===== src/rtl/decoder_2.sv =====
// Registered binary-to-one-hot decoder with enable, out-of-range flag and valid flag.
// Optional valid-decode hit counter when DECODER_2_HITCNT_EN is defined.
module decoder_2 #(
  parameter int IN_W    = 3,
  parameter int OUT_W   = 8,
  parameter bit ACT_LOW = 1'b0
) (
  input  logic             clk,
  input  logic             rst_n,
  input  logic             en,
  input  logic [IN_W-1:0]  x,
  output logic [OUT_W-1:0] D,
  output logic             vld,
  output logic             err
`ifdef DECODER_2_HITCNT_EN
  ,
  output logic [15:0]      hit_cnt,
  output logic             hit_ovf
`endif
);

  if (IN_W < 1 || IN_W > 6) begin : g_bad_in_w
    $error("decoder_2: IN_W must be in 1..6");
  end
  if (OUT_W < 1 || OUT_W > (1 << IN_W)) begin : g_bad_out_w
    $error("decoder_2: OUT_W must satisfy 1 <= OUT_W <= 2**IN_W");
  end

  // XOR mask that turns the active-high one-hot word into the output polarity
  localparam logic [OUT_W-1:0] D_IDLE = {OUT_W{ACT_LOW}};

  logic [31:0]      x_ext;
  logic             in_range;
  logic [OUT_W-1:0] hot;
  logic             vld_nxt;
  logic             err_nxt;

  assign x_ext = 32'(x);

  always_comb begin
    in_range = (x_ext < 32'(OUT_W));
    hot      = '0;
    for (int i = 0; i < OUT_W; i++) begin
      hot[i] = en && (x_ext == 32'(i));
    end
    vld_nxt  = en && in_range;
    err_nxt  = en && !in_range;
  end

  always_ff @(posedge clk or negedge rst_n) begin
    if (!rst_n) begin
      D   <= D_IDLE;
      vld <= 1'b0;
      err <= 1'b0;
    end else begin
      D   <= hot ^ D_IDLE;
      vld <= vld_nxt;
      err <= err_nxt;
    end
  end

`ifdef DECODER_2_HITCNT_EN
  // Counts edges that load vld=1; overflow flag latches once the count pins at max
  always_ff @(posedge clk or negedge rst_n) begin
    if (!rst_n) begin
      hit_cnt <= 16'h0000;
      hit_ovf <= 1'b0;
    end else if (vld_nxt && hit_cnt != 16'hFFFF) begin
      hit_cnt <= hit_cnt + 16'h0001;
      if (hit_cnt == 16'hFFFE) begin
        hit_ovf <= 1'b1;
      end
    end
  end
`endif

endmodule


===== config.mk =====
export PLATFORM = sky130hd
export DESIGN_NAME = decoder_2
export DESIGN_NICKNAME = d
export VERILOG_FILES = /design/src/rtl/decoder_2.sv
export SDC_FILE = /design/constraint.sdc
export NUM_CORES = 1
export LEC_CHECK = 0
export CAP_MARGIN = 25
export CORE_AREA = 2 2 39 41
export CTS_BUF_LIST = sky130_fd_sc_hd__clkbuf_8 sky130_fd_sc_hd__clkbuf_16
export CTS_CLUSTER_SIZE = 24
export DETAILED_ROUTE_END_ITERATION = 16
export DIE_AREA = 0 0 41 43
export GPL_TIMING_DRIVEN = 0
export HOLD_SLACK_MARGIN = 0.08
export REMOVE_ABC_BUFFERS = 1
export SETUP_SLACK_MARGIN = 0.1
export SYNTH_ARGS = -nofsm -noshare
export SYNTH_HDL_FRONTEND = slang
export SYNTH_SLANG_ARGS = --single-unit

===== constraint.sdc =====
create_clock -name clk -period 0.8 [get_ports clk]
set_clock_uncertainty 0.1 [all_clocks]
set_input_delay 0.12 -clock clk [delete_from_list [all_inputs] [get_ports clk]]
set_output_delay 0.12 -clock clk [all_outputs]
set_load 0.005 [all_outputs]

==> results of run 1 <==
-- state kept, by name, summed over array words and instances (netlist names) --
| name | flops |
|---|---|
| D | 8 |
| vld | 1 |
-- where the power goes --
part / switching [W] / leakage [nW] / internal, W
Sequential: 0.00000250 / 0.121 / 0.000470
Clock: 0.000166 / 0.0269 / 0.000333
Combinational: 0.0000379 / 0.104 / 0.0000333
Total: 0.000206 / 0.253 / 0.000836
-- stage by stage --
stage               hold WS, ns  std cells  setup slack (ns)
finish                 -0.00210         52            -0.126
global route             0.0110         52            -0.166
CTS                      0.0864         52            -0.136
detailed placement        0.333         48            -0.416
global placement          0.330         48            -0.379
floorplan                -0.276         18             0.231
-- what timing repair did --
item,CTS,global route
endpoints found under the hold margin,0,2
gates resized for setup,40,7
setup endpoints to repair,17,15
-- final cells by class --
type,instances,area (µm²)
Fill cell,148,918
Sequential cell,9,225
Multi-Input combinational cell,9,100
Timing Repair Buffer,14,75.1
Clock buffer,3,41.3
Tap cell,16,20.0
Clock inverter,1,3.75
-- metal layers --
metal | global-route usage | vias to the layer above | wire length (µm) | part of all wire
met1 | 0.121 | 97 | 282 | 0.43
met4 | 0.100 | 0 | 0 | 0
met3 | 0.0471 | 0 | 92 | 0.14
met5 | 0 | - | 0 | 0
li1 | - | 103 | - | -
met2 | 0.119 | 15 | 277 | 0.42
-- layout by cell type (no fill, tap or decap) --
master | netlist | routed
buf_2 | 0 | 9
and4b_2 | 3 | 3
clkdlybuf4s50_1 | 0 | 1
dfrtp_1 | 9 | 9
inv_1 | 0 | 1
and4_2 | 1 | 1
clkbuf_2 | 0 | 4
nor4b_2 | 1 | 1
and4bb_2 | 3 | 3
conb_1 | 1 | 1
clkbuf_8 | 0 | 3
-- synth_stat cells, drive strengths merged --
master / instances
nor4b: 1
and4bb: 3
and4: 1
conb: 1
and4b: 3
buf: 1
dfrtp: 9
-- logic make-up after synthesis --
family                 share of synthesized area
buffers and inverters                     0.0226
flip-flops                                 0.677
other                                     0.0113
AND/OR/NAND/NOR                            0.289
-- worst paths after layout --
check                       end  slack [ns]  cells after the start
max in group asynchronous   vld        0.25                      1
hold / removal              vld      -0.002                      1
min in group asynchronous  D[3]        0.08                      1
setup / recovery           D[4]       -0.13                      1
==> key figures, run 1 <==
Final layout
  • Final core occ: 0.336
  • Final Cell Area: 465 µm²
  • Post-layout nets: between 40 and 50
  • Diodes inserted: 0
  • Synthesis-to-finish area growth: 39.8%
  • Fraction of layout cells with a size suffix above 1: 0.667

Route
  • DR WL/cell: 12.6 µm
  • Starting DRC count in detailed routing: 0
  • Routed via count: ~220
  • Number of vias per cell: roughly 4.1
  • DRT Wirelength: 653 µm
  • Pre-Repair DR Iteration Count: 1
  • Post-route ant nets: 0
  • Residual DRC: 0

Synth
  • Post-Syn Area: 333 µm²
  • FF+latch count, synth: 9
  • Sequential share of the synthesized area: 0.677
  • Synth area leaders: dfrtp_1 68%, and4bb_2 11%, and4b_2 10%
  • Synth area leader: dfrtp_1
  • Distinct cells, synth: 7
  • Syn Inst Count: 19
  • Syn Area/Cell: 17.5 µm²
  • Synth Warn #: 0
  • Share of the synthesized area in the top cell type: 0.677

Setup path
  • Crit. End Element: primary output
  • Cell Chain, Critical Path: buf_2
  • Critical path buffers and inverters: 1
  • Crit-path max FO: 1
  • Worst EP arrival: between 0.7 and 0.8 ns
  • Startpoint Class: register
  • Critical Path Source: D[4]
  • Crit-path leading delay family: flip-flops
  • Crit path kind: register to primary output
  • Largest stage delay on the critical path: 0.35 ns
  • Slowest cell on crit path: dfrtp_1
  • Req. time, crit path: approximately 0.58 ns

Timing
  • Minimum clock period: between 0.9 and 1 ns
  • FMAX: ~1.1 GHz
  • Max-slew violation count: 0
  • Final Hold Viols: 1
  • Final number of setup-violating endpoints: 9
  • RSZ-0062 raised after global routing: yes
  • Final period utilization: 1.16
  • Final setup margin: -0.126 ns
  • TNS Setup: -1.05 ns
  • Hold Slack: -0.00210 ns

Place
  • Placed instance area: 485 µm²
  • Port Buf Inserts: 14
  • Final GP Congestion: between 0.7 and 0.8

Global route
  • Antenna violations before repair: 0
  • Number of global-route vias before repair: 220
  • Gr usage total: 0.0998
  • Global-route wire length before repair: ~1100 µm
  • Congestion Overflow GR: 0
  • Largest net degree at the start of global routing: 10

Clocking
  • Clock tree from TritonCTS: done
  • Clk sinks: 9
  • Root Buffer: clkbuf_8
  • CTS H-tree depth: 1
  • Bufs on Longest Clock Path: 2
  • Setup bufs post-CTS: 0
  • Number of hold buffers added after cts: 0
  • CTS clk-pin slew, worst paths: approximately 0.040 ns
  • Clock buffer count from CTS: 3

Pwr
  • Leakage power: approximately 0.25 nW
  • Power Density: ~2200 nW/µm²
  • Worst VDD drop: a little under 0.8 mV
  • Total power: roughly 0.0010 W

Run status
  • Failing checks: hold timing, setup timing
  • Status: complete, but fails checks

Worst hold path
  • Min-delay worst type: input pin to register
  • Hold Startpoint: en

Floorplan
  • Die area: approximately 1800 µm²
  • Area of the core: around 1400 µm²
  • I/O pins: 16
  • Row count: 14
  • Die Span Y: around 43 µm
  • Initial core utilization: 0.241
  • Die width: between 40 and 50 µm

Job
  • Max-Cap Viols: 0
(Power assumes the default switching activity.)
==> run 2: changes to the inputs <==
--- a/config.mk
+++ b/config.mk
@@ -8,6 +8,7 @@
 export CAP_MARGIN = 25
 export CORE_AREA = 2 2 39 41
 export CTS_BUF_LIST = sky130_fd_sc_hd__clkbuf_8 sky130_fd_sc_hd__clkbuf_16
+export CTS_CLUSTER_DIAMETER = 80
 export CTS_CLUSTER_SIZE = 24
 export DETAILED_ROUTE_END_ITERATION = 16
 export DIE_AREA = 0 0 41 43
==> results of run 2 <==
Same layout as run 1: the final DEF is identical, and so are final timing and power.
